### src/rtl/cycle_sequencer.sv
`default_nettype none
// ============================================================================
// Module      : cycle_sequencer
// Description : Multi-cycle CPU control sequencer (fetch/decode/exec/mem/wb)
//               with memory-wait timeout, retire pulse and retire counter.
// Revision    : 1.0 - initial release
// ============================================================================
module cycle_sequencer (
    input  logic        clk,
    input  logic        reset,
    input  logic [3:0]  op,
    input  logic        mem_ready,
    input  logic        branch_taken,
    output logic        mem_req,
    output logic        mem_sel,
    output logic        mem_we,
    output logic        ir_write,
    output logic        pc_write,
    output logic        reg_write,
    output logic [2:0]  state,
    output logic        instr_done,
    output logic [15:0] retired,
    output logic        fault
);

    typedef enum logic [2:0] {
        S_FETCH  = 3'd0,
        S_DECODE = 3'd1,
        S_EXEC   = 3'd2,
        S_MEM    = 3'd3,
        S_WB     = 3'd4,
        S_RSV5   = 3'd5,
        S_RSV6   = 3'd6,
        S_FAULT  = 3'd7
    } state_t;

    localparam logic [3:0] c_OP_ADD  = 4'b0000;
    localparam logic [3:0] c_OP_GRT  = 4'b0001;
    localparam logic [3:0] c_OP_SUB  = 4'b0010;
    localparam logic [3:0] c_OP_EQ   = 4'b0011;
    localparam logic [3:0] c_OP_JALR = 4'b0100;
    localparam logic [3:0] c_OP_LUI  = 4'b0101;
    localparam logic [3:0] c_OP_JAL  = 4'b0110;
    localparam logic [3:0] c_OP_ADDI = 4'b1000;
    localparam logic [3:0] c_OP_LW   = 4'b1001;
    localparam logic [3:0] c_OP_SW   = 4'b1010;
    localparam logic [3:0] c_OP_LLI  = 4'b1111;
    localparam logic [7:0] c_WAIT_MAX = 8'hFF;

    state_t      r_state;
    state_t      w_next;
    logic [3:0]  r_op_q;
    logic [7:0]  r_wait;
    logic [15:0] r_retired;
    logic        w_req;
    logic        w_sel;
    logic        w_we;
    logic        w_ir;
    logic        w_pc;
    logic        w_rw;
    logic        w_retire;
    logic        w_mem_wait;

    always_comb begin
        w_next   = r_state;
        w_req    = 1'b0;
        w_sel    = 1'b0;
        w_we     = 1'b0;
        w_ir     = 1'b0;
        w_pc     = 1'b0;
        w_rw     = 1'b0;
        w_retire = 1'b0;
        case (r_state)
            S_FETCH: begin
                w_req = 1'b1;
                if (mem_ready) begin
                    w_ir   = 1'b1;
                    w_pc   = 1'b1;
                    w_next = S_DECODE;
                end else if (r_wait == c_WAIT_MAX) begin
                    w_next = S_FAULT;
                end
            end
            S_DECODE: w_next = S_EXEC;
            S_EXEC: begin
                case (r_op_q)
                    c_OP_ADD, c_OP_SUB, c_OP_GRT, c_OP_EQ,
                    c_OP_ADDI, c_OP_LUI, c_OP_LLI: w_next = S_WB;
                    c_OP_LW, c_OP_SW:              w_next = S_MEM;
                    c_OP_JAL: begin
                        w_pc   = 1'b1;
                        w_next = S_WB;
                    end
                    c_OP_JALR: begin
                        w_pc     = 1'b1;
                        w_retire = 1'b1;
                        w_next   = S_FETCH;
                    end
                    // every remaining opcode is a conditional branch
                    default: begin
                        w_pc     = branch_taken;
                        w_retire = 1'b1;
                        w_next   = S_FETCH;
                    end
                endcase
            end
            S_MEM: begin
                w_req = 1'b1;
                w_sel = 1'b1;
                w_we  = (r_op_q == c_OP_SW);
                if (mem_ready) begin
                    if (r_op_q == c_OP_SW) begin
                        w_retire = 1'b1;
                        w_next   = S_FETCH;
                    end else begin
                        w_next   = S_WB;
                    end
                end else if (r_wait == c_WAIT_MAX) begin
                    w_next = S_FAULT;
                end
            end
            S_WB: begin
                w_rw     = 1'b1;
                w_retire = 1'b1;
                w_next   = S_FETCH;
            end
            S_FAULT: w_next = S_FAULT;
            default: w_next = S_FETCH;
        endcase
    end

    assign w_mem_wait = ((r_state == S_FETCH) || (r_state == S_MEM)) && !mem_ready;

    always_ff @(posedge clk) begin
        if (reset) begin
            r_state   <= S_FETCH;
            r_op_q    <= 4'b0000;
            r_wait    <= 8'd0;
            r_retired <= 16'd0;
        end else begin
            r_state <= w_next;
            if (r_state == S_DECODE) begin
                r_op_q <= op;
            end
            // stall counter; any ready cycle or phase change restarts it
            r_wait <= w_mem_wait ? (r_wait + 8'd1) : 8'd0;
            if (w_retire) begin
                r_retired <= r_retired + 16'd1;
            end
        end
    end

    assign mem_req    = w_req    & ~reset;
    assign mem_sel    = w_sel    & ~reset;
    assign mem_we     = w_we     & ~reset;
    assign ir_write   = w_ir     & ~reset;
    assign pc_write   = w_pc     & ~reset;
    assign reg_write  = w_rw     & ~reset;
    assign instr_done = w_retire & ~reset;
    assign state      = r_state;
    assign retired    = r_retired;
    assign fault      = (r_state == S_FAULT);

endmodule
`default_nettype wire

### config.mk
export PLATFORM = sky130hd
export DESIGN_NAME = cycle_sequencer
export DESIGN_NICKNAME = d
export VERILOG_FILES = /design/src/rtl/cycle_sequencer.sv
export SDC_FILE = /design/constraint.sdc
export NUM_CORES = 1
export LEC_CHECK = 0
export BUFFER_PORTS_ARGS = -buffer_cell sky130_fd_sc_hd__buf_2
export CAP_MARGIN = 5
export CORE_ASPECT_RATIO = 1.75
export CORE_MARGIN = 2
export CORE_UTILIZATION = 28
export CTS_CLUSTER_DIAMETER = 40
export CTS_CLUSTER_SIZE = 14
export DETAILED_ROUTE_END_ITERATION = 6
export SLEW_MARGIN = 0
export SYNTH_ARGS = -nofsm -noshare
export SYNTH_HDL_FRONTEND = slang
export SYNTH_SLANG_ARGS = --single-unit
### constraint.sdc
create_clock -name clk -period 2.5 [get_ports clk]
set_clock_uncertainty 0.1 [all_clocks]
set_input_delay 0.375 -clock clk [delete_from_list [all_inputs] [get_ports clk]]
set_output_delay 0.375 -clock clk [all_outputs]
set_load 0.1 [all_outputs]
==> results.md, run 1 <==
- Clock Tree Buf Depth: 2
- Yosys cell types: 38
- CTS Hold Bufs: 0
- Clock sink total: 31
- Gr usage total: 0.132
- Skew-Pair Late Insertion Delay: 0.28 ns
- Net switching power: around 590 uW
- Die Width: 61.2 um
- Yosys reg bits: 31
- Filler cell count: slightly below 600
- WHS Endpoint: r_op_q[2]
- Vias after detailed routing: around 1500
- RSZ-0062 raised after global routing: no
- Status: completed
- CP Data Required Time: between 2 and 2.5 ns
- Worst min path class: primary input to flop
- Synthesized area per cell: 7.93 um2
- Layout area overhead: 34.0%
- Antenna violations before repair: 0
- Slew Viols, Final: 0
- R2R Setup Slk: 0.32 ns
- Drt via density: roughly 4.9
- R2r startpoint: r_op_q[2]
- Vias in the first global route: 1447
- Max_cap viols: 0
- Crit path DAT: between 1.5 and 2 ns
- Seq pwr share: 0.375
- Worst-margin pin slew: approximately 0.5 ns
- Dominant synthesized flop cell: dfxtp_1
- Pint: a little under 1 mW
- R2R depth: 7
- Fin cells: about 310
- Type of origin of the critical path: flop
- Final Net Count: ~250
- Max-slew headroom: 0.670
- Period utilization: 0.974
- Combinational Power Share: 0.302
- CORE AREA: 5540 um2
- CTS Buf Count: 5
- DRT antenna net count: 0
- Area of the multi-input gates: 1010 um2
- Largest net degree at the start of global routing: 32
- FF+latch area: 638 um2
- IO Port Bufs: 34
- Warning count from the yosys run: 0
- CP endpoint kind: output port
- Setup CP Type: flop to output port
- Starting Density: 0.289
- RR Endpoint: retired[15]
- Routed wire per std cell: ~13 um
- Seq/Total Area, Yosys: 0.387
- Worst Hold Launch: op[2]
- Htree depth: 2
- Clock-pin slew on the worst setup and hold paths: 0.06 ns
- Static Leak: 0.807 nW
- Drt total wl: between 4000 and 5000 um
- Syn Inst Count: between 200 and 250
- CTS tree: done
- Syn Nets: 212
- Power share of the clock group: 0.324
- # IOs: 35
- Total die area: 6360 um2
- DP HPWL: roughly 2900 um
- Detailed Route Iter0 Violations: approximately 110
- Setup violators final: 0
- Sw frac: 0.374
- Placed instance count: 304
- DRT Pass-1 Iters: 4
- Post-synth ARST share: 0
- EDFF count, synth: 0
- Global-route wire length before repair: ~6500 um
- WHS Path Cells: 3
- PD cells: ~740 nW/um2
- GR Overflow Total: 0
- GP Congestion: 0.748
- Max FO, Critical Path: 16
- Ant. Diodes: 0
- Row cnt: 36
- Mapped Area: 1600 um2
- Fin. Hold Viols: 0
- Cell Area, Placed: 1960 um2
- Die Height: 104 um
- Fmax: just over 400 MHz
- Clk root buf: clkbuf_8
- Layout cell share with drive strength beyond 1: 0.307
- Design area: about 2100 um2
- Tmin final: roughly 2.4 ns
- IR drop worst, VDD: 0.000318 V
- Remaining DRCs: 0
-- per-stage QoR --
step           setup slack (ns)  TNS, ns   util  power, mW  hold WS, ns
3_3_place_gp              0.337        0  0.355       1.05        0.348
3_5_place_dp              0.290        0  0.355       1.06        0.366
6_report                 0.0661        0  0.387       1.59        0.236
2_1_floorplan           -0.0429  -0.0429      -      0.983        0.330
5_1_grt                 0.00444        0  0.387       1.67        0.252
4_1_cts                  0.0105        0  0.376       1.58        0.229
-- metal layers --
layer / GRT usage / vias to the layer above / share of wire
met2: 0.226 / 28 / 0.53
met1: 0.145 / 713 / 0.41
met4: 0.0512 / 0 / 0.018
li1: - / 787 / -
met3: 0.0398 / 6 / 0.035
met5: 0 / - / 0
-- final cells by class --
| class | count | area share |
|---|---|---|
| Inverter | 5 | 0.00875 |
| Multi-Input combinational cell | 154 | 0.471 |
| Sequential cell | 31 | 0.297 |
| Clock inverter | 2 | 0.0163 |
| Clock buffer | 6 | 0.0385 |
| Timing Repair Buffer | 40 | 0.124 |
| Tap cell | 76 | 0.0443 |
-- cell usage after synthesis (3+ instances only) --
| cell type | number | area [um2] |
|---|---|---|
| a21oi_1 | 21 | 105 |
| and3_1 | 5 | 31.3 |
| clkbuf_1 | 8 | 30.0 |
| dfxtp_1 | 31 | 621 |
| inv_1 | 5 | 18.8 |
| mux2i_1 | 5 | 50.1 |
| nand2_1 | 14 | 52.6 |
| nand2b_1 | 3 | 18.8 |
| nand3_1 | 11 | 55.1 |
| nor2_1 | 25 | 93.8 |
| nor2b_1 | 3 | 18.8 |
| nor3_1 | 3 | 15.0 |
| nor4_1 | 5 | 31.3 |
| o21ai_0 | 3 | 15.0 |
| o21ai_1 | 10 | 50.1 |
| o31ai_1 | 4 | 30.0 |
| or3_1 | 11 | 68.8 |
| or4_1 | 3 | 22.5 |
| xnor2_1 | 4 | 35.0 |
| xor2_1 | 5 | 43.8 |
-- how the worst max path moves through the flow --
stage,startpoint,to,slack [ns]
2_1_floorplan,state[2],mem_sel,-0.04
3_3_place_gp,r_op_q[2],retired[15],0.34
3_5_place_dp,r_op_q[1],retired[15],0.29
4_1_cts,r_op_q[1],pc_write,0.01
5_1_grt,r_op_q[2],instr_done,0.004
6_report,r_op_q[2],instr_done,0.07
-- layout by cell type, fill, tap and decap left out, types with 2 or more instances in the layout --
cell type,n
mux2i_1,5
nand3_1,11
nor4_4,4
or2_2,2
nand2b_1,3
xnor2_1,3
a21oi_1,20
nor3_1,2
nand2_1,13
o31ai_1,4
dfxtp_2,5
or3_1,11
buf_2,31
buf_4,5
o21ai_1,10
nor2_1,23
buf_12,2
ha_1,2
nor2b_1,2
clkbuf_8,6
or4_1,3
inv_1,5
xor2_1,5
o21ai_0,3
dfxtp_4,3
a211oi_1,2
and3_1,5
dfxtp_1,23
a2111oi_0,2
-- worst max-delay path, cell delays in order (launching register included) --
cell      delay (ns)
dfxtp_2         0.34
nand2b_4        0.16
or3b_4          0.42
o31ai_4         0.22
a21oi_4         0.07
buf_12          0.16
nor2_4          0.12
buf_12          0.18
-- power by group through the flow --
stage / sequential [mW] / combinational, mW / clock [mW]
2_1_floorplan: 0.647 / 0.336 / 0
3_3_place_gp: 0.602 / 0.451 / 0
3_5_place_dp: 0.604 / 0.453 / 0
4_1_cts: 0.593 / 0.454 / 0.534
5_1_grt: 0.603 / 0.513 / 0.556
6_report: 0.595 / 0.479 / 0.514
-- registers in the layout, summed over array words and instances (netlist names) --
name,count
r_wait,8
retired,16
r_op_q,4
state,3
-- kinds of logic after synthesis --
logic type,synth area share
multiplexers,0.0313
buffers and inverters,0.0461
XOR/XNOR,0.0492
adder cells (fa/ha/maj),0.0156
AO/OA/AOI/OAI,0.178
AND/OR/NAND/NOR,0.292
flip-flops,0.388
-- timing repair --
| action | in CTS | in global routing |
|---|---|---|
| endpoints found under the setup margin | 0 | 2 |
| buffers inserted | 0 | 1 |
| gates resized for setup | 0 | 10 |
Power figures use the tool's default switching activity.
==> run 2: changes to the inputs <==
--- a/config.mk
+++ b/config.mk
@@ -9,10 +9,11 @@
 export CAP_MARGIN = 5
 export CORE_ASPECT_RATIO = 1.75
 export CORE_MARGIN = 2
-export CORE_UTILIZATION = 28
+export CORE_UTILIZATION = 30
 export CTS_CLUSTER_DIAMETER = 40
-export CTS_CLUSTER_SIZE = 14
+export CTS_CLUSTER_SIZE = 30
 export DETAILED_ROUTE_END_ITERATION = 6
+export GPL_ROUTABILITY_DRIVEN = 0
 export SLEW_MARGIN = 0
 export SYNTH_ARGS = -nofsm -noshare
 export SYNTH_HDL_FRONTEND = slang
==> run 2 against run 1 <==
  * Sequential power hardly changed
  * Hold slack worse by 0.0089 ns
  * Combinational power is 1% lower
  * First-iteration DRC count is 46% lower
  * Non-clock buffer count stayed put
  * Total power is 2.0% lower
  * Register-to-register slack hardly changed
  * Flip-flop and latch count stayed put
  * Clock power is 4.3% lower
  * Sequential share of layout area is 0.67 points higher
  * Cell count is 6.7% lower
  * Cell area is 2.2% lower
  * Critical endpoint unchanged
  * Largest cell class unchanged
  * Largest power group unchanged
==> results.md, run 2 (synthesis results as in run 1) <==
- Max_cap viols: 0 (unchanged)
- Drt via density: 5.28 (was 4.89)
- Htree depth: 2 (unchanged)
- CP peak stage delay: 0.42 ns (about the same)
- CTS tree: done (unchanged)
- Max-slew headroom: 0.667 (was 0.670)
- DRT Pass-1 Iters: 3 (was 4)
- GR Overflow Total: 0 (unchanged)
- R2R Setup Slk: 0.32 ns (about the same)
- Antenna violations before repair: 0 (unchanged)
- Setup CP Type: flop to output port (unchanged)
- IO Port Bufs: 34 (unchanged)
- Clk root buf: clkbuf_8 (unchanged)
- CORE AREA: 5210 um2 (was 5540 um2)
- Slew Viols, Final: 0 (unchanged)
- CP delay by family, top: simple AND/OR/NAND/NOR gates (unchanged)
- CP Data Required Time: 2.03 ns (about the same)
- Design area: 2100 um2 (was 2150 um2)
- Clock sink total: 31 (unchanged)
- Clock Tree Buf Depth: 2 (unchanged)
- Type of origin of the critical path: flop (unchanged)
- Static Leak: 0.800 nW (was 0.807 nW)
- CTS Buf Count: 5 (unchanged)
- Vias in the first global route: 1478 (was 1447)
- Total die area: 5960 um2 (was 6360 um2)
- DP HPWL: 2800 um (was 2870 um)
- Total power: 1.56 mW (was 1.59 mW)
- Most frequent cells in the layout: buf_2, nor2_1, dfxtp_1 (unchanged)
- CP dominant cell by count: buf_12 (unchanged)
- Layout cell share with drive strength beyond 1: 0.294 (was 0.307)
- Clock-pin slew on the worst setup and hold paths: 0.07 ns (was 0.06 ns)
- Fmax: 410 MHz (was 411 MHz)
- Largest net degree at the start of global routing: 32 (unchanged)
- Die Height: 101 um (was 104 um)
- CP max-delay cell: or3b_4 (unchanged)
- Fin. Hold Viols: 0 (unchanged)
- CP endpoint kind: output port (unchanged)
- Starting Density: 0.307 (was 0.289)
- Max FO, Critical Path: 16 (unchanged)
- Global-route wire length before repair: 6450 um (was 6480 um)
- Drt total wl: 3950 um (was 4010 um)
- Gr usage total: 0.140 (was 0.132)
- Worst-margin pin slew: 0.500 ns (was 0.499 ns)
- Most common cell after layout, fill and taps aside: buf_2 (unchanged)
- Worst min path class: primary input to flop (unchanged)
- RSZ-0062 raised after global routing: yes (was no)
- PD cells: 742 nW/um2 (was 740 nW/um2)
- Largest register FFs: 16 (unchanged)
- Filler cell count: 538 (was 583)
- Detailed Route Iter0 Violations: 61 (was 113)
- CP cell instances: nand2b_4 > or3b_4 > o31ai_4 > a21oi_4 > buf_12 > nor2_4 > buf_12 (unchanged)
- Layout area overhead: 31.0% (was 34.0%)
- Remaining DRCs: 0 (unchanged)
- Vias after detailed routing: 1548 (was 1534)
- Bufs and invs on worst path: 2 (unchanged)
- Ant. Diodes: 0 (unchanged)
- DRT antenna net count: 0 (unchanged)
- Die Width: 59.2 um (was 61.2 um)
- Period utilization: 0.975 (was 0.974)
- Skew-Pair Late Insertion Delay: 0.28 ns (about the same)
- CTS Hold Bufs: 0 (unchanged)
- # IOs: 35 (unchanged)
- Row cnt: 35 (was 36)
- Tmin final: 2.44 ns (was 2.43 ns)
- Routed wire per std cell: 13.5 um (was 12.8 um)
- Status: completed (unchanged)
- Cell Area, Placed: 1940 um2 (was 1960 um2)
- Crit path DAT: 1.96 ns (about the same)
- Layout Utilization: 0.403 (was 0.387)
- Final Net Count: 247 (unchanged)
- IR drop worst, VDD: 0.000474 V (was 0.000318 V)
- Setup violators final: 0 (unchanged)
run 2: area by class of cell:
class / count / area [um2] / share of cell area
clock buffers: 5 / 68.8 / 0.0328
clock inverters: 3 / 38.8 / 0.0185
inverters: 5 / 18.8 / 0.00894
multi-input cells: 154 / 1000 / 0.476
flip-flops and latches: 31 / 638 / 0.304
well taps: 55 / 68.8 / 0.0328
repair buffers: 40 / 265 / 0.126
run 2: report_power, final:
group / total, mW / internal (mW) / leakage [nW] / switching [mW]
Clock: 0.492 / 0.292 / 0.0556 / 0.200
Sequential: 0.592 / 0.525 / 0.255 / 0.0670
Combinational: 0.473 / 0.143 / 0.489 / 0.330
run 2: worst paths after layout:
kind | from | endpoint | depth (start not counted)
min | op[0] | r_op_q[0] | 3
min reg2reg | r_wait[0] | r_wait[0] | 1
max reg2reg | r_op_q[2] | retired[13] | 7
max | r_op_q[2] | instr_done | 7
run 2: through the flow:
step / hold slack, ns / setup slack, ns / setup TNS (ns) / cells
after CTS: 0.223 / 0.00654 / 0 / 291
after global placement: 0.344 / 0.333 / 0 / 283
after detailed placement: 0.354 / 0.287 / 0 / 283
after global routing: 0.251 / -0.0104 / -0.0104 / 293
after floorplan: 0.330 / -0.0429 / -0.0429 / 202
final: 0.227 / 0.0621 / 0 / 293
run 2: timing repair:
item                                    in CTS  in global routing
buffers inserted                             0                  1
hold endpoints to repair                     0                  0
gates cloned                                 0                  1
pin swaps                                    0                  2
resized for setup                            1                  6
endpoints found under the setup margin       1                  2
run 2: per-layer routing:
metal | part of all wire | routed length, um | vias up | GRT usage
met5 | 0 | 0 | - | 0
met4 | 0.027 | 106 | 0 | 0.0717
met3 | 0.033 | 131 | 7 | 0.0308
met2 | 0.53 | 2100 | 30 | 0.252
met1 | 0.41 | 1610 | 724 | 0.144
li1 | - | - | 787 | -
run 2: worst min-delay path, delay by kind of cell:
kind                   cells  cell delay [ns]
and+or+nand+nor            1             0.08
buffers and inverters      1             0.07
muxes                      1             0.05
==> run 3: changes to the inputs <==
--- a/config.mk
+++ b/config.mk
@@ -5,6 +5,7 @@
 export SDC_FILE = /design/constraint.sdc
 export NUM_CORES = 1
 export LEC_CHECK = 0
+export ABC_AREA = 1
 export BUFFER_PORTS_ARGS = -buffer_cell sky130_fd_sc_hd__buf_2
 export CAP_MARGIN = 5
 export CORE_ASPECT_RATIO = 1.75
@@ -14,6 +15,7 @@
 export CTS_CLUSTER_SIZE = 30
 export DETAILED_ROUTE_END_ITERATION = 6
 export GPL_ROUTABILITY_DRIVEN = 0
+export SKIP_CTS_REPAIR_TIMING = 1
 export SLEW_MARGIN = 0
 export SYNTH_ARGS = -nofsm -noshare
 export SYNTH_HDL_FRONTEND = slang
==> run 3 against run 2 <==
  * Synthesized cell count up 36%
  * Routed wire length up 20%
  * Count of clock-buffer cells in the layout up 1
  * Sequential share of layout area down 3.2 points
  * Sequential power down 6.6%
  * Flip-flop and latch count unchanged
  * Critical path depth up 1
  * First-iteration DRC count up 52%
  * Critical endpoint unchanged
  * Largest cell class unchanged
  * Highest routed layer unchanged
==> results.md, run 3 <==
- Max_cap viols: 0 (unchanged)
- PD cells: 655 nW/um2 (was 742 nW/um2)
- Yosys cell types: 29 (was 38)
- Filler cell count: 666 (was 538)
- RSZ-0062 raised after global routing: no (was yes)
- Largest register FFs: 16 (unchanged)
- R2R depth: 8 (was 7)
- Worst Setup SP: r_op_q[2] (unchanged)
- Syn Nets: 284 (was 212)
- Fin. Hold Viols: 0 (unchanged)
- IR drop worst, VDD: 0.000272 V (was 0.000474 V)
- Fmax: 435 MHz (was 410 MHz)
- Mapped Area: 1870 um2 (was 1600 um2)
- Fin cells: 393 (was 293)
- Ant. Diodes: 0 (unchanged)
- Placed instance count: 385 (was 283)
- Net switching power: 565 uW (was 597 uW)
- CTS Buf Count: 5 (unchanged)
- Most common cell after layout, fill and taps aside: nand2_1 (was buf_2)
- Tmin final: 2.30 ns (was 2.44 ns)
- Worst-margin pin slew: 0.521 ns (was 0.500 ns)
- Seq pwr share: 0.368 (was 0.380)
- Global-route wire length before repair: 8050 um (was 6450 um)
- Total power: 1.50 mW (was 1.56 mW)
- FF+latch area: 624 um2 (was 638 um2)
- R2r startpoint: r_op_q[2] (unchanged)
- Clock-pin slew on the worst setup and hold paths: 0.06 ns (was 0.07 ns)
- Clock sink total: 31 (unchanged)
- Post-synth top area share: 0.331 (was 0.388)
- Vias after detailed routing: 1844 (was 1548)
- DP HPWL: 3700 um (was 2800 um)
- Crit path DAT: 1.82 ns (was 1.96 ns)
- CP Data Required Time: 2.03 ns (about the same)
- Worst Hold Launch: op[1] (was op[0])
- Status: completed (unchanged)
- Clock Tree Buf Depth: 2 (unchanged)
- EDFF count, synth: 0 (unchanged)
- Synth area leaders: dfxtp_1, nand2_1, nor2_1 (was dfxtp_1, a21oi_1, nor2_1)
- WHS Path Cells: 3 (unchanged)
- Worst min path class: primary input to flop (unchanged)
- Combinational Power Share: 0.287 (was 0.304)
- Synth area leader: dfxtp_1 (unchanged)
- Detailed Route Iter0 Violations: 93 (was 61)
- Total die area: 6920 um2 (was 5960 um2)
- Row cnt: 38 (was 35)
- DRT Pass-1 Iters: 4 (was 3)
- GR Overflow Total: 0 (unchanged)
- Gr usage total: 0.148 (was 0.140)
- IO Port Bufs: 34 (unchanged)
- Yosys reg bits: 31 (unchanged)
- RR Endpoint: retired[5] (was retired[13])
- Syn Inst Count: 274 (was 202)
- DRT antenna net count: 0 (unchanged)
- R2R Setup Slk: 0.66 ns (was 0.32 ns)
- Vias in the first global route: 1778 (was 1478)
- Remaining DRCs: 0 (unchanged)
- Static Leak: 0.956 nW (was 0.800 nW)
- Antenna violations before repair: 0 (unchanged)
- Power share of the clock group: 0.345 (was 0.316)
- # IOs: 35 (unchanged)
- Starting Density: 0.305 (was 0.307)
- Drt via density: 4.69 (was 5.28)
- Top cells by count, synth: nand2_1, nor2_1, dfxtp_1, inv_1, nand3_1 (was dfxtp_1, nor2_1, a21oi_1, nand2_1)
- Final Net Count: 322 (was 247)
- Largest net degree at the start of global routing: 22 (was 32)
- CP endpoint kind: output port (unchanged)
- Clk root buf: clkbuf_8 (unchanged)
- Setup violators final: 0 (unchanged)
- Most frequent cells in the layout: nand2_1, nor2_1, buf_2 (was buf_2, nor2_1, dfxtp_1)
- CTS tree: done (unchanged)
- Seq/Total Area, Yosys: 0.331 (was 0.387)
- Die Height: 109 um (was 101 um)
- Area of the multi-input gates: 1130 um2 (was 1000 um2)
- CORE AREA: 6130 um2 (was 5210 um2)
- WHS Endpoint: r_op_q[1] (was r_op_q[0])
- Count leader, synth: nand2_1 (was dfxtp_1)
- Layout cell share with drive strength beyond 1: 0.281 (was 0.294)
- Max FO, Critical Path: 16 (unchanged)
- Layout area overhead: 22.4% (was 31.0%)
- Setup CP Type: flop to output port (unchanged)
- Warning count from the yosys run: 0 (unchanged)
- Sw frac: 0.376 (was 0.384)
- Die Width: 63.7 um (was 59.2 um)
- Htree depth: 2 (unchanged)
- Pint: 937 uW (was 960 uW)
- Max-slew headroom: 0.653 (was 0.667)
- Dominant synthesized flop cell: dfxtp_1 (unchanged)
- Drt total wl: 4740 um (was 3950 um)
- Post-synth ARST share: 0 (unchanged)
- Synthesized area per cell: 6.84 um2 (was 7.93 um2)
- Skew-Pair Late Insertion Delay: 0.28 ns (about the same)
- Routed wire per std cell: 12.1 um (was 13.5 um)
- Type of origin of the critical path: flop (unchanged)
- Period utilization: 0.919 (was 0.975)
- Slew Viols, Final: 0 (unchanged)
[run 3: worst max-delay path by stage]
stage            endpoint  slack (ns)  depth (start not counted)
2_1_floorplan      mem_we       -0.25                          4
3_5_place_dp   instr_done        0.49                          8
3_3_place_gp   instr_done        0.51                          8
5_1_grt          pc_write        0.03                          9
6_report       instr_done        0.20                          8
4_1_cts        instr_done        0.18                          8
[run 3: final cells by class]
class | count | share of cell area
well taps | 80 | 0.0437
multi-input cells | 206 | 0.493
clock buffers | 6 | 0.0360
clock inverters | 2 | 0.0153
flip-flops and latches | 31 | 0.272
inverters | 32 | 0.0524
repair buffers | 36 | 0.0873
[run 3: cells by family (layout without fill, tap and decap cells)]
logic type               Yosys count  count (layout)  share of synthesized area
AND/OR/NAND/NOR                  158             158                      0.394
AO/OA/AOI/OAI                     34              34                      0.120
XOR/XNOR                          12              12                     0.0561
buffers and inverters             37              76                     0.0855
flip-flops                        31              31                      0.331
adder cells (fa/ha/maj)            2               2                     0.0134
[run 3: metrics by stage]
stage           util  hold slack (ns)  setup TNS (ns)  setup WS [ns]  instance area, um2
2_1_floorplan      -            0.318          -0.247         -0.247                1910
4_1_cts        0.374            0.270               0          0.178                2290
5_1_grt        0.374            0.275               0         0.0315                2290
3_5_place_dp   0.355            0.348               0          0.491                2170
3_3_place_gp   0.355            0.334               0          0.513                2170
6_report       0.374            0.277               0          0.203                2290
[run 3: worst max-delay path, stage by stage (launching register included)]
cell and delay (ns):
dfxtp_1 0.31, inv_1 0.10, nand2_1 0.13, nor2_1 0.24, a31oi_4 0.26, nand2_4 0.14, inv_1 0.08, nor2_4 0.10
buf_12 0.18
[run 3: routing by layer]
layer | GRT usage | part of all wire
met5 | 0 | 0
met4 | 0.0714 | 0.023
met3 | 0.0239 | 0.032
met2 | 0.283 | 0.56
met1 | 0.155 | 0.38
[run 3: power by group through the flow]
stage	Combinational [mW]	Clock, mW	Sequential [mW]
after floorplan	0.279	0	0.644
after global placement	0.431	0	0.563
after detailed placement	0.432	0	0.564
after CTS	0.434	0.533	0.553
after global routing	0.467	0.556	0.557
final	0.431	0.517	0.553
